**config.mk**
```make
export PLATFORM = sky130hd
export DESIGN_NAME = mul_share_sched
export DESIGN_NICKNAME = d
export VERILOG_FILES = /design/src/rtl/mul_share_pkg.sv /design/src/rtl/mul_share_sched_rr_arbiter.sv /design/src/rtl/mul_share_sched.sv
export SDC_FILE = /design/constraint.sdc
export NUM_CORES = 1
export LEC_CHECK = 0
export CORE_ASPECT_RATIO = 0.75
export CORE_UTILIZATION = 40
export CTS_CLUSTER_DIAMETER = 80
export DETAILED_ROUTE_END_ITERATION = 16
export PLACE_DENSITY = 0.78
export SETUP_SLACK_MARGIN = 0.3
export SLEW_MARGIN = 20
export SYNTH_ARGS = -nofsm -noshare
export SYNTH_HDL_FRONTEND = slang
export SYNTH_SLANG_ARGS = --single-unit
```
**constraint.sdc**
```tcl
create_clock -name CLK -period 5 [get_ports CLK]
set_input_delay 1 -clock CLK [delete_from_list [all_inputs] [get_ports CLK]]
set_output_delay 1 -clock CLK [all_outputs]
set_load 0.01 [all_outputs]
```
**src/rtl/mul_share_pkg.sv**
```systemverilog
// Shared defaults, tag/product types and the tag-width helper for the multiplier-sharing scheduler.
package mul_share_pkg;

   localparam int NREQ_DEF = 4;
   localparam int W_DEF    = 8;
   localparam int LAT_DEF  = 2;

   // A single requester still needs a one-bit tag so vector widths stay legal.
   function automatic int tag_width(input int n);
      return (n > 1) ? $clog2(n) : 1;
   endfunction

   localparam int TAGW = tag_width(NREQ_DEF);

   typedef logic [TAGW-1:0]    tag_t;
   typedef logic [2*W_DEF-1:0] prod_t;

endpackage

```
**src/rtl/mul_share_sched_rr_arbiter.sv**
```systemverilog
// Round-robin pick: first eligible requester at or above ptr, wrapping modulo NREQ.
module rr_arbiter #(
   parameter int NREQ = 4,
   parameter int TW   = 2
) (
   input  logic [NREQ-1:0] elig,
   input  logic [TW-1:0]   ptr,
   output logic [NREQ-1:0] grant,
   output logic [TW-1:0]   idx,
   output logic            any
);

   // Scan every offset from the pointer; only the first eligible index is granted.
   always_comb begin
      int j;
      grant = '0;
      idx   = '0;
      any   = 1'b0;
      j     = 0;
      for (int off = 0; off < NREQ; off++) begin
         j = int'(ptr) + off;
         j = (j >= NREQ) ? (j - NREQ) : j;
         if (!any && elig[j]) begin
            any      = 1'b1;
            grant[j] = 1'b1;
            idx      = TW'(j);
         end else begin
            grant[j] = grant[j];
         end
      end
   end

endmodule

```
**src/rtl/mul_share_sched.sv**
```systemverilog
// Shares one fixed-latency pipelined multiplier among NREQ valid/ready requesters,
// routing each product back to its issuer through a tag pipeline aligned with mul_p.
module mul_share_sched
   import mul_share_pkg::*;
#(
   parameter int NREQ = NREQ_DEF,
   parameter int W    = W_DEF,
   parameter int LAT  = LAT_DEF
) (
   input  logic              CLK,
   input  logic              RST,
   input  logic              en,
   input  logic [NREQ-1:0]   req_valid,
   input  logic [NREQ*W-1:0] req_a,
   input  logic [NREQ*W-1:0] req_b,
   output logic [NREQ-1:0]   req_ready,
   output logic [NREQ-1:0]   resp_valid,
   output logic [2*W-1:0]    resp_data,
   output logic              mul_start,
   output logic [W-1:0]      mul_a,
   output logic [W-1:0]      mul_b,
   input  logic [2*W-1:0]    mul_p,
   output logic              idle
);

   localparam int TW = tag_width(NREQ);

   logic [NREQ-1:0]        elig_s, grant_s;
   logic [TW-1:0]          gidx_s;
   logic                   gany_s;

   logic [NREQ-1:0]        pend_q, pend_d;
   logic [TW-1:0]          rr_ptr_q, rr_ptr_d;
   logic                   mul_start_q, mul_start_d;
   logic [W-1:0]           mul_a_q, mul_a_d, mul_b_q, mul_b_d;
   logic [TW-1:0]          tag_q, tag_d;
   logic [LAT-1:0]         pipe_vld_q, pipe_vld_d;
   logic [LAT-1:0][TW-1:0] pipe_tag_q, pipe_tag_d;
   logic [NREQ-1:0]        resp_valid_q, resp_valid_d;
   logic [2*W-1:0]         resp_data_q, resp_data_d;

   assign elig_s = req_valid & ~pend_q & {NREQ{en}};

   rr_arbiter #(.NREQ(NREQ), .TW(TW)) u_arb (
      .elig  (elig_s),
      .ptr   (rr_ptr_q),
      .grant (grant_s),
      .idx   (gidx_s),
      .any   (gany_s)
   );

   // Issue, tag tracking and response capture.
   always_comb begin
      pend_d       = pend_q;
      rr_ptr_d     = rr_ptr_q;
      mul_start_d  = gany_s;
      mul_a_d      = mul_a_q;
      mul_b_d      = mul_b_q;
      tag_d        = tag_q;
      resp_valid_d = '0;
      resp_data_d  = resp_data_q;

      // The tag pipe starts one cycle after issue so its last stage lines up with mul_p.
      pipe_vld_d[0] = mul_start_q;
      pipe_tag_d[0] = tag_q;
      for (int i = 1; i < LAT; i++) begin
         pipe_vld_d[i] = pipe_vld_q[i-1];
         pipe_tag_d[i] = pipe_tag_q[i-1];
      end

      if (pipe_vld_q[LAT-1]) begin
         pend_d[pipe_tag_q[LAT-1]]       = 1'b0;
         resp_valid_d[pipe_tag_q[LAT-1]] = 1'b1;
         resp_data_d                     = mul_p;
      end else begin
         resp_data_d = resp_data_q;
      end

      if (gany_s) begin
         pend_d   = pend_d | grant_s;
         rr_ptr_d = (int'(gidx_s) == NREQ - 1) ? '0 : gidx_s + TW'(1);
         mul_a_d  = req_a[int'(gidx_s)*W +: W];
         mul_b_d  = req_b[int'(gidx_s)*W +: W];
         tag_d    = gidx_s;
      end else begin
         rr_ptr_d = rr_ptr_q;
      end
   end

   // State register; reset drops everything in flight.
   always_ff @(posedge CLK or posedge RST) begin
      if (RST) begin
         pend_q       <= '0;
         rr_ptr_q     <= '0;
         mul_start_q  <= 1'b0;
         mul_a_q      <= '0;
         mul_b_q      <= '0;
         tag_q        <= '0;
         pipe_vld_q   <= '0;
         pipe_tag_q   <= '0;
         resp_valid_q <= '0;
         resp_data_q  <= '0;
      end else begin
         pend_q       <= pend_d;
         rr_ptr_q     <= rr_ptr_d;
         mul_start_q  <= mul_start_d;
         mul_a_q      <= mul_a_d;
         mul_b_q      <= mul_b_d;
         tag_q        <= tag_d;
         pipe_vld_q   <= pipe_vld_d;
         pipe_tag_q   <= pipe_tag_d;
         resp_valid_q <= resp_valid_d;
         resp_data_q  <= resp_data_d;
      end
   end

   assign req_ready  = grant_s;
   assign resp_valid = resp_valid_q;
   assign resp_data  = resp_data_q;
   assign mul_start  = mul_start_q;
   assign mul_a      = mul_a_q;
   assign mul_b      = mul_b_q;
   assign idle       = ~(|pend_q) & ~(|pipe_vld_q) & ~mul_start_q;

endmodule

```
# After elaboration in Yosys (flattened, before gate mapping)

Index checks and enable logic that the tools add are counted.

Register bits: 51
Bits of input ports: 87
Logic and storage cells: 121
Output and inout port bits: 42

Multiplexer cells: 57
Equal/unequal tests: 1
Shift operators: 2
Order comparisons: 14
Add/subtract/negate cells: 8
Bitwise gates (word level): 15
Reductions and logical operators: 13

Operators with widths:

| kind                                                        | number |
|---|---|
| >= comparator 32 x 1 -> 1 bit, second input constant        | 4 |
| less-than comparator 32 x 4 -> 1 bit, second input constant | 4 |
| two-way mux 32 bit                                          | 4 |
| >= comparator 32 x 4 -> 1 bit, second input constant        | 3 |
| subtractor 32 x 4 -> 32 bit, second input constant          | 3 |
| indexed part select 32 x 6 -> 8 bit                         | 2 |
| two-way mux 4 bit                                           | 7 |
| two-way mux 1 bit                                           | 25 |
| bitwise AND 4 bit                                           | 4 |
| binary-select mux 1 bit (select 2 bit)                      | 8 |
| bitwise OR 4 bit                                            | 4 |
| bitwise mux 4 bit                                           | 3 |
| demux 1 bit (select 2 bit)                                  | 5 |
| two-way mux 2 bit                                           | 5 |
| logical AND 1 bit                                           | 8 |
| NOT 4 bit                                                   | 2 |
| adder 2 x 2 -> 3 bit, second input constant                 | 2 |
| OR reduction 4 bit                                          | 1 |
| subtractor 2 x 3 -> 4 bit, second input constant            | 1 |
| adder 2 x 1 -> 3 bit, second input constant                 | 1 |
| >= comparator 2 x 3 -> 1 bit, second input constant         | 1 |
| logical NOT 1 bit                                           | 3 |
| less-than comparator 2 x 3 -> 1 bit, second input constant  | 1 |
| NOT 1 bit                                                   | 3 |
| other kinds (5)                                             | 6 |

# Depth between registers and ports, before layout

Gate-level depths: netlist of run 1.

Word-level depth: 25
Mapped depth: 13

# Hierarchy

Synthesis of run 1 repeated with hierarchy kept, for this count alone.

Cells, all modules: 269
Area, all modules: 3083.0 um^2

Modules (own cells, without submodules):

| module          | area each (um^2) | times used | cells each |
|---|---|---|---|
| mul_share_sched | 2316.0           | 1          | 175 |
| rr_arbiter      | 767.0            | 1          | 94 |

# Worst setup path after synthesis of run 1

No wires, ideal clock.

Path kind: flip-flop to output port
From: register with a tool-made name
To: output port req_ready[0]
Slack: 0.823 ns
Stages on the path, launching flop included: 11
Path buffers: 2
Arrival time: 3.177 ns
Data required time: 4.000 ns
Path through: dfrtp_1 > buf_6 > buf_2 > clkinv_1 > ha_1 > mux4_2 > a21boi_1 > o21a_1 > a311o_1 > a32oi_4 > a41oi_1

RTL lines:

| item          | line                  | text |
|---|---|---|
| end, declared | mul_share_sched.sv:16 | `output logic [NREQ-1:0] req_ready,` |

# Final worst setup path of run 1

From: input port req_valid[0]
To: output port req_ready[2]

Word-level cells in the longest chain between the ends: 21
Elaborated cells on any way between the ends: 42
Those cells by class: mux (31); bitwise (5); reduce/logical (6)

Ends and longest elaborated chain:

| item                                                  | line                             | text |
|---|---|---|
| start, declared                                       | mul_share_sched.sv:13            | `input logic [NREQ-1:0] req_valid,` |
| bitwise AND 4 bit * (2 in series)                     | mul_share_sched.sv:42            | `assign elig_s = req_valid & ~pend_q & {NREQ{en}};` |
| binary-select mux 1 bit (select 2 bit)                | mul_share_sched_rr_arbiter.sv:23 | `if (!any && elig[j]) begin` |
| two-way mux 1 bit (not written as such) (2 in series) | mul_share_sched_rr_arbiter.sv:23 |  |
| two-way mux 4 bit                                     | mul_share_sched_rr_arbiter.sv:23 |  |
| binary-select mux 1 bit (select 2 bit)                | mul_share_sched_rr_arbiter.sv:28 | `grant[j] = grant[j];` |
| two-way mux 1 bit (not written as such) (2 in series) | mul_share_sched_rr_arbiter.sv:28 |  |
| bitwise mux 4 bit                                     | mul_share_sched_rr_arbiter.sv:28 |  |
| two-way mux 4 bit                                     | mul_share_sched_rr_arbiter.sv:23 |  |
| binary-select mux 1 bit (select 2 bit)                | mul_share_sched_rr_arbiter.sv:28 |  |
| two-way mux 1 bit (not written as such) (2 in series) | mul_share_sched_rr_arbiter.sv:28 |  |
| bitwise mux 4 bit                                     | mul_share_sched_rr_arbiter.sv:28 |  |
| two-way mux 4 bit                                     | mul_share_sched_rr_arbiter.sv:23 |  |
| binary-select mux 1 bit (select 2 bit)                | mul_share_sched_rr_arbiter.sv:28 |  |
| two-way mux 1 bit (not written as such) (2 in series) | mul_share_sched_rr_arbiter.sv:28 |  |
| bitwise mux 4 bit                                     | mul_share_sched_rr_arbiter.sv:28 |  |
| two-way mux 4 bit *                                   | mul_share_sched_rr_arbiter.sv:23 |  |

Mark *: on every way between the ends. The rest lies on a longest branch, timed or not. The select of a mux whose other input is x is not followed.

==> results.json, run 1 <==
{
  "grt_pass1_wl_um": 16000,
  "areaGrowthSynthToFinish_pct": 48.0,
  "die_h_um": 82.1,
  "mostFrequentLayoutCells": "clkdlybuf4s50_1 (123), dfrtp_1 (51), a211oi_1 (48), nor2_1 (27), inv_1 (23)",
  "min_period_over_period_pct": 92.5,
  "regToRegSetupSlack_ns": 1.89,
  "cp_cell_sequence": "clkdlybuf4s50_1, or3b_4, a2111oi_4, a31o_4, nand2_2, a32oi_2, a32oi_4, buf_4, a41oi_1, clkbuf_2",
  "first_pass_iters": 4,
  "crit_start": "req_valid[0]",
  "min-delay-start": "pipe_tag_d[2]",
  "synth_top_area_share_pct": 37.3,
  "path_class": "in -> out",
  "finClkSkew_ns": 0.00235,
  "io_pins": 129,
  "drt_iter0_drc": 116,
  "crit_fanout": 6,
  "clock_latency_ns": 0.29,
  "yosys_warnings": 0,
  "overflow": 0,
  "synth_area_um2": 3420,
  "numClockSinks": 51,
  "cpMaxStageDelayCell": "clkdlybuf4s50_1",
  "r2r-end": "mul_a[1]",
  "wirelength_um": 9930,
  "vias": 3273,
  "critPathTopFamily": "compound AO/OA/AOI/OAI gates",
  "cts.clk_slew.worst_paths_ns": 0.07,
  "fin_setup_tns_ns": 0,
  "fillers": 656,
  "seq_area_frac_synth_pct": 37.3,
  "ir_drop_v": 0.000275,
  "cp_slowest_stage_delay_ns": 0.52,
  "cts_made_buffers": 5,
  "synth_area_per_cell_um2": 9.89,
  "core-area_um2": 8090,
  "die_w_um": 109,
  "reg2reg_depth": 10,
  "grt_start_max_net_pins": 52,
  "multiInputGateArea_um2": 1980,
  "cts_tree": "built",
  "antenna_left": 0,
  "initial_core_util_pct": 42.3,
  "slew_viol_final": 0,
  "startpoint_type": "input port",
  "layout-drive-gt1-share_pct": 16.5,
  "instances_no_fill": 585,
  "routedWlPerCell_um": 17.0,
  "layout.nets": 574,
  "outcome": "finished clean",
  "synth_edf_count": 0,
  "cts_buffer_depth": 2,
  "layout_min_cycle_time_ns": 4.62,
  "crit_path_end": "req_ready[2]",
  "maxCapViolations": 0,
  "antenna_found_initial": 0,
  "synth_cells": 346,
  "yosys.area.top_type": "dfrtp_1",
  "hold_violations": 0,
  "rows": 28,
  "asyncSetResetFlopFracSynth_pct": 100,
  "dp_slack_ns": -0.0753,
  "utilization_pct": 62.6,
  "cp_data_required_time_ns": 4.00,
  "final_area_um2": 5060,
  "avgViaCountPerCell": 5.59,
  "dieArea_um2": 8940,
  "placed_cells": 574,
  "clockRootBuffer": "clkbuf_16",
  "htreeDepth": 2,
  "p_per_area_nw_per_um2": 559,
  "final_common_cell": "clkdlybuf4s50_1",
  "crit_buf_inv": 3,
  "dp.final_hpwl_um": 7230,
  "drc": 0,
  "max_freq_mhz": 216,
  "portBuffers": 128,
  "antennaDiodeCount": 0,
  "grt_pass1_vias": 3279,
  "synth-seq-cells": 51,
  "setup_viol": 0,
  "worstMarginPinSlew_ns": 0.867,
  "cp.arrival_ns": 3.62,
  "placed_area_um2": 4840,
  "synth.area.top_cells": "dfrtp_1 (37%), a211oi_1 (11%), mux2_2 (5.3%), mux2i_1 (4.7%), nor2_1 (3.1%)",
  "fin_ws_ns": 0.376,
  "finalWeightedCongestion": 0.906,
  "ff_latch_area_um2": 1280,
  "syn-num-nets": 441,
  "synthFlopType": "dfrtp_1",
  "slew_headroom_pct": 42.1,
  "synth_cell_types": 65,
  "cts_hold_buf": 0,
  "grtUsageTotal_pct": 22.9,
  "rsz0062_at_grt": "true",
  "hold_path.class": "reg -> reg",
  "leakagePower_uw": 0.00205,
  "worst_setup_path_end_kind": "output port",
  "path_depth": 10
}
==> how the worst min path moves through the flow <==
stage                          endpoint  slack (ns)  depth (start not counted)
after global placement    pipe_tag_q[3]        0.33                          0
after floorplan           pipe_tag_q[2]        0.33                          0
after detailed placement  pipe_tag_q[2]        0.34                          0
after global routing      pipe_tag_q[2]        0.35                          0
final                     pipe_tag_q[2]        0.35                          0
after CTS                 pipe_tag_q[2]        0.35                          0
==> cells by family (layout without fill, tap and decap cells) <==
kind of cell / after synthesis / count (layout) / share of synthesized area, %
simple gates: 85 / 85 / 13.9
fa+ha+maj: 8 / 8 / 2.92
compound gates: 121 / 121 / 28.9
flops: 51 / 51 / 37.3
buf+inv: 48 / 182 / 6.40
mux: 33 / 33 / 10.6
==> cell usage after synthesis, drive strengths merged, types with 2 or more instances <==
master   instances
nand4b           2
o211a            3
a211oi          54
a21boi           2
nand3b           2
o2111ai          2
dfrtp           51
and2             3
nand2           18
nor2            29
and4bb           3
nor3b            2
and4b            5
nor2b            2
buf             10
inv             25
a22oi            3
ha               8
a32oi            8
and3             4
mux2            16
a31oi            3
a41oi            3
o21ai           14
o211ai           5
mux2i           16
a21oi           11
o21a             4
nand2b           3
clkbuf          12
nand3            5
==> routing by layer <==
layer  wire length (µm)  share of wire (%)  track usage (%)  vias to the layer above
li1                   -                  -                -                     1581
met1               4330                 44             30.9                     1569
met2               4800                 48             36.8                      111
met3                660                6.6             5.18                       12
met4                131                1.3             6.62                        0
met5                  0                  0                0                        -
==> report_power, final <==
| group | switching, µW | internal (µW) | total [µW] |
|---|---|---|---|
| combinational | 891 | 846 | 1740 |
| sequential | 137 | 606 | 743 |
| clock | 162 | 191 | 353 |
| total | 1190 | 1640 | 2830 |
==> per-stage QoR <==
step / power, µW / hold WS (ns)
after floorplan: 1770 / 0.331
after global placement: 2440 / 0.334
after detailed placement: 2450 / 0.337
after CTS: 2830 / 0.350
after global routing: 3020 / 0.352
final: 2830 / 0.354
==> sequential cells by signal (all words and copies together) (netlist names), named ones only <==
register and flops:
resp_data 16, mul_a 8, mul_b 8, pend_q 4
resp_valid 4, pipe_tag_d 2, pipe_tag_q 2, pipe_vld_q 2
tag_q 2, mul_start 1, rr_ptr_q 1
==> repair_timing <==
action | in CTS | in global routing
resized for setup | 16 | 9
endpoints found under the setup margin | 4 | 4
hold endpoints to repair | 0 | 0
pin swaps | 3 | 3
setup buffers | 3 | 0
==> layout make-up <==
cell class	instances	share of cell area [%]
tap	105	2.59
inverter	26	1.95
sequential	51	25.2
multi-input combinational	247	39.2
clock buffer	5	2.47
clock inverter	3	0.543
timing repair buffer	148	28.1
(Power assumes the default switching activity.)
==> run 2, diff against run 1 <==
--- a/config.mk
+++ b/config.mk
@@ -6,10 +6,10 @@
 export NUM_CORES = 1
 export LEC_CHECK = 0
 export CORE_ASPECT_RATIO = 0.75
-export CORE_UTILIZATION = 40
+export CORE_UTILIZATION = 45
 export CTS_CLUSTER_DIAMETER = 80
 export DETAILED_ROUTE_END_ITERATION = 16
-export PLACE_DENSITY = 0.78
+export PLACE_DENSITY = 0.85
 export SETUP_SLACK_MARGIN = 0.3
 export SLEW_MARGIN = 20
 export SYNTH_ARGS = -nofsm -noshare
==> run 2 against run 1 <==
Design area down 1.0%. Largest power group unchanged. Worst hold slack gained 0.0087 ns. Sequential share of layout area increased by 0.26 points. Wire length increased by 5.3%.
==> results.json, run 2 (synthesized netlist as in run 1, its figures left out) <==
{
  "crit_fanout": 6,
  "die_w_um": 103,
  "largest_register_ffs": 16,
  "maxCapViolations": 0,
  "antenna_found_initial": 0,
  "clockRootBuffer": "clkbuf_8",
  "cts_tree": "built",
  "cp.arrival_ns": 3.61,
  "outcome": "finished clean",
  "clock_latency_ns": 0.30,
  "drt_iter0_drc": 213,
  "first_pass_iters": 4,
  "core-area_um2": 7360,
  "net-switching-power_uw": 1210,
  "startpoint_type": "input port",
  "max_freq_mhz": 217,
  "fin_setup_tns_ns": 0,
  "fillers": 585,
  "layout-drive-gt1-share_pct": 15.4,
  "pwr-share-comb_pct": 64.0,
  "rsz0062_at_grt": "false",
  "grt_pass1_wl_um": 17200,
  "min_period_over_period_pct": 92.2,
  "ir_drop_v": 0.000285,
  "cts_buffer_depth": 2,
  "overflow": 0,
  "htreeDepth": 2,
  "wl_met1_um": 4310,
  "cp_data_required_time_ns": 4.00,
  "pwr-share-seq_pct": 27.0,
  "top_layer_used": "met4",
  "grt_pass1_vias": 3494,
  "rows": 27,
  "cpMaxStageDelayCell": "clkdlybuf4s50_1",
  "cp_slowest_stage_delay_ns": 0.53,
  "grt_start_max_net_pins": 52,
  "drc": 0,
  "avgViaCountPerCell": 5.90,
  "worst_hold_slack_ns": 0.362,
  "dp.final_hpwl_um": 7830,
  "routedWlPerCell_um": 18.0,
  "finalWeightedCongestion": 0.939,
  "antennaDiodeCount": 0,
  "routed-wl-met3_um": 775,
  "hold_violations": 0,
  "areaGrowthSynthToFinish_pct": 46.5,
  "initial_core_util_pct": 46.5,
  "mostFrequentLayoutCells": "clkdlybuf4s50_1 (123), dfrtp_1 (51), a211oi_1 (47), nor2_1 (28), inv_1 (23)",
  "grtUsageTotal_pct": 27.7,
  "io_pins": 129,
  "finClkSkew_ns": 0.00485,
  "die_h_um": 77.5,
  "layout_min_cycle_time_ns": 4.61,
  "dieArea_um2": 7960,
  "finalPower_uw": 2770,
  "antenna_left": 0,
  "slew_viol_final": 0,
  "regToRegSetupSlack_ns": 1.47,
  "setup_viol": 0,
  "utilization_pct": 68.1,
  "wl_met2_um": 5110,
  "worst_setup_path_end_kind": "output port",
  "portBuffers": 128,
  "wirelength_um": 10500,
  "crit_buf_inv": 3,
  "critPathTopFamily": "compound AO/OA/AOI/OAI gates",
  "numClockSinks": 51,
  "worstMarginPinSlew_ns": 0.867,
  "layout.nets": 575,
  "path_class": "in -> out",
  "ff_latch_area_um2": 1280,
  "hold_path.class": "reg -> reg",
  "cts.clk_slew.worst_paths_ns": 0.10,
  "pwr-share-clk_pct": 9.1,
  "cp_cell_sequence": "clkdlybuf4s50_1, or3b_4, o211a_1, a31o_4, a211oi_1, a32oi_1, buf_4, a32oi_4, a41oi_1, dlygate4sd2_1",
  "vias": 3432,
  "p_int_uw": 1560,
  "final_common_cell": "clkdlybuf4s50_1",
  "swShare_pct": 43.7,
  "leakagePower_uw": 0.00203,
  "cts_made_buffers": 5,
  "slew_headroom_pct": 42.1,
  "p_per_area_nw_per_um2": 553,
  "multiInputGateArea_um2": 1980
}
-- run 2: cell types whose count changed in the layout (fill, tap and decap cells not counted), sizes merged --
cell,delta
dlygate4sd2,+3
clkbuf,-2
-- run 2: worst paths after layout --
check                         startpoint            end  cells past startpoint
setup / recovery            req_valid[0]   req_ready[0]                     10
hold / removal             pipe_tag_d[3]  pipe_tag_q[3]                      0
setup reg to reg                    flop       mul_a[1]                     12
hold reg to reg            pipe_tag_d[3]  pipe_tag_q[3]                      0
max in group asynchronous            RST       mul_a[7]                      2
min in group asynchronous            RST   resp_data[0]                      2
-- run 2: worst register-to-register path, cell delays in order, from the launching register on --
cell and delay (ns):
dfrtp_1 0.38, clkinv_1 0.07, buf_4 0.19, ha_1 0.35, buf_4 0.17, inv_1 0.10, o21a_1 0.16, o211a_4 0.30
nor2_2 0.41, buf_4 0.29, a21o_1 0.58, a211oi_1 0.19, a211oi_1 0.26
-- run 2: power by group through the flow --
stage	clock network [µW]	logic, µW	registers (µW)
finish	252	1770	747
global route	275	1900	775
CTS	257	1750	750
detailed placement	0	1730	756
global placement	0	1690	741
floorplan	0	989	780
-- run 2: cell type report --
type	count	area share, %
sequential	51	25.5
timing repair buffer	149	28.6
clock buffer	5	1.37
multi-input combinational	247	39.5
clock inverter	3	0.499
tap	101	2.52
inverter	26	1.97
-- run 2: per-stage QoR --
stage	setup slack [ns]	cells	cell area, µm²
after detailed placement	0.0490	573	4860
after CTS	0.162	582	5000
after global routing	0.305	582	5010
after floorplan	0.823	346	3420
after global placement	0.120	573	4860
final	0.389	582	5010
-- run 2: timing repair --
| item | in CTS | in global routing |
|---|---|---|
| setup buffers | 1 | 0 |
| setup endpoints to repair | 4 | 4 |
| hold buffers | 0 | 0 |
| gates resized for setup | 10 | 5 |
| pin swaps | 1 | 1 |
-- run 2: metal layers --
metal	track usage [%]	up-vias
met4	9.00	0
met2	45.3	157
met3	7.12	22
met1	35.5	1677
met5	0	-
li1	-	1576
==> run 3, diff against run 2 <==
--- a/config.mk
+++ b/config.mk
@@ -5,11 +5,14 @@
 export SDC_FILE = /design/constraint.sdc
 export NUM_CORES = 1
 export LEC_CHECK = 0
+export CAP_MARGIN = 30
 export CORE_ASPECT_RATIO = 0.75
-export CORE_UTILIZATION = 45
+export CORE_UTILIZATION = 46
+export CTS_BUF_LIST = sky130_fd_sc_hd__clkbuf_2
 export CTS_CLUSTER_DIAMETER = 80
 export DETAILED_ROUTE_END_ITERATION = 16
-export PLACE_DENSITY = 0.85
+export HOLD_SLACK_MARGIN = 0.15
+export PLACE_DENSITY = 0.87
 export SETUP_SLACK_MARGIN = 0.3
 export SLEW_MARGIN = 20
 export SYNTH_ARGS = -nofsm -noshare
==> run 3 against run 2 <==
Sequential cell count unchanged. Register-to-register slack got worse by 0.09 ns. Design area decreased by 0.50%. Critical endpoint is now req_ready[2]. Worst hold slack improved by 0.028 ns. Utilization increased by 3.2 points. First-iteration DRC count increased by 14%. Critical path depth decreased by 1. Maximum frequency decreased by 0.25%. Clock skew increased by 0.0098 ns. Clock power decreased by 22%. Critical path type unchanged.
==> results.json, run 3 (synthesized netlist as in run 1, its figures left out) <==
{
  "cp_data_required_time_ns": 4.00,
  "avgViaCountPerCell": 5.87,
  "grt_start_max_net_pins": 35,
  "reg2reg_depth": 11,
  "max_freq_mhz": 216,
  "drt_iter0_drc": 242,
  "pwr-share-clk_pct": 7.3,
  "finClkSkew_ns": 0.0147,
  "placed_area_um2": 4850,
  "cpMaxStageDelayCell": "clkdlybuf4s50_1",
  "fin_ws_ns": 0.377,
  "cts_tree": "built",
  "final_common_cell": "clkdlybuf4s50_1",
  "critPathTopFamily": "compound AO/OA/AOI/OAI gates",
  "pwr-share-seq_pct": 27.6,
  "grt_pass1_vias": 3391,
  "net-switching-power_uw": 1200,
  "multiInputGateArea_um2": 1960,
  "cts_hold_buf": 0,
  "grtUsageTotal_pct": 26.5,
  "layout-drive-gt1-share_pct": 16.7,
  "min_period_over_period_pct": 92.5,
  "vias": 3425,
  "cts.clk_slew.worst_paths_ns": 0.29,
  "cp_slowest_stage_delay_ns": 0.50,
  "ff_latch_area_um2": 1280,
  "cts_made_buffers": 5,
  "die_h_um": 76.7,
  "core-area_um2": 6990,
  "ir_drop_v": 0.000352,
  "cp.arrival_ns": 3.62,
  "worstMarginPinSlew_ns": 0.828,
  "setup_viol": 0,
  "antenna_left": 0,
  "initial_core_util_pct": 48.9,
  "cp_cell_sequence": "clkdlybuf4s50_1, nor4bb_2, o21ai_1, a21boi_2, o21ai_0, a31oi_1, nand2_2, a41oi_1, dlygate4sd2_1",
  "pwr-share-comb_pct": 65.1,
  "worst_setup_path_end_kind": "output port",
  "path_class": "in -> out",
  "io_pins": 129,
  "areaGrowthSynthToFinish_pct": 45.7,
  "portBuffers": 128,
  "startpoint_type": "input port",
  "die_w_um": 102,
  "slew_viol_final": 0,
  "leakagePower_uw": 0.00204,
  "drc": 0,
  "numClockSinks": 51,
  "rsz0062_at_grt": "true",
  "p_int_uw": 1500,
  "hold_path.class": "reg -> reg",
  "maxCapViolations": 0,
  "regToRegSetupSlack_ns": 1.38,
  "whs_endpoint": "pipe_tag_q[3]",
  "r2r-end": "mul_b[0]",
  "first_pass_iters": 5,
  "swShare_pct": 44.4,
  "largest_register_ffs": 16,
  "p_per_area_nw_per_um2": 539,
  "rows": 26,
  "wirelength_um": 10000,
  "layout.nets": 579,
  "cts_buffer_depth": 2,
  "clockRootBuffer": "clkbuf_2",
  "hold_violations": 0,
  "min-delay-start": "pipe_tag_d[3]",
  "htreeDepth": 2,
  "crit_fanout": 7,
  "dp.final_hpwl_um": 7500,
  "routedWlPerCell_um": 17.2,
  "outcome": "finished clean",
  "antenna_found_initial": 0,
  "dieArea_um2": 7790,
  "overflow": 0,
  "mostFrequentLayoutCells": "clkdlybuf4s50_1 (123), dfrtp_1 (51), a211oi_1 (47), nor2_1 (28)",
  "whs_path_depth": 0,
  "crit_buf_inv": 2,
  "final_area_um2": 4990,
  "grt_pass1_wl_um": 16400,
  "finalWeightedCongestion": 0.953,
  "dp_slack_ns": -0.0236,
  "fillers": 505,
  "slew_headroom_pct": 44.7,
  "layout_min_cycle_time_ns": 4.62,
  "antennaDiodeCount": 0,
  "clock_latency_ns": 0.47
}
run 3: what timing repair did:
item / CTS / global route
endpoints found under the setup margin: 4 / 4
resized for setup: 8 / 13
setup buffers: 3 / 5
pin swaps: 1 / 8
run 3: worst max path at each step:
stage	startpoint	end	slack, ns	depth (start not counted)
after floorplan	flop	req_ready[0]	0.82	10
after global placement	req_valid[2]	req_ready[0]	0.06	9
after detailed placement	req_valid[2]	req_ready[2]	-0.02	9
after CTS	en	req_ready[0]	0.24	11
after global routing	req_valid[2]	req_ready[2]	0.23	9
final	req_valid[2]	req_ready[2]	0.38	9
run 3: final cells by class:
cell class,count,share of cell area (%)
sequential,51,25.6
timing repair buffer,153,29.5
multi-input combinational,247,39.4
inverter,26,1.98
tap,98,2.46
clock buffer,5,0.502
clock inverter,3,0.627
run 3: power by group through the flow:
stage               registers (µW)  clock network, µW  logic, µW
floorplan                      780                  0        989
CTS                            743                201       1710
global route                   766                215       1890
global placement               743                  0       1670
finish                         742                197       1750
detailed placement             753                  0       1700
run 3: per-layer routing:
layer	vias up	wire length [µm]	share of wire, %	global-route usage (%)
met4	0	130	1.3	8.55
li1	1592	-	-	-
met1	1655	4070	41	34.6
met3	17	799	8.0	5.56
met5	-	0	0	0
met2	161	5040	50	43.5
run 3: through the flow:
step           total power (µW)  instances  setup TNS (ns)  hold WS [ns]  utilization, %
4_1_cts                    2650        578               0         0.388            70.5
3_3_place_gp               2410        566               0         0.337            69.0
3_5_place_dp               2450        567         -0.0398         0.336            69.3
6_report                   2690        583               0         0.390            71.3
5_1_grt                    2870        583               0         0.395            71.3
2_1_floorplan              1770        346               0         0.331               -
run 3: worst register-to-register path: stages (launching register included):
cell and delay, ns:
dfrtp_1 0.44, clkinv_2 0.17, ha_1 0.38, buf_4 0.16
inv_1 0.09, o21a_1 0.16, o211a_4 0.29, buf_4 0.15
nor2_2 0.62, a21o_1 0.66, a211oi_1 0.16, a211oi_1 0.27
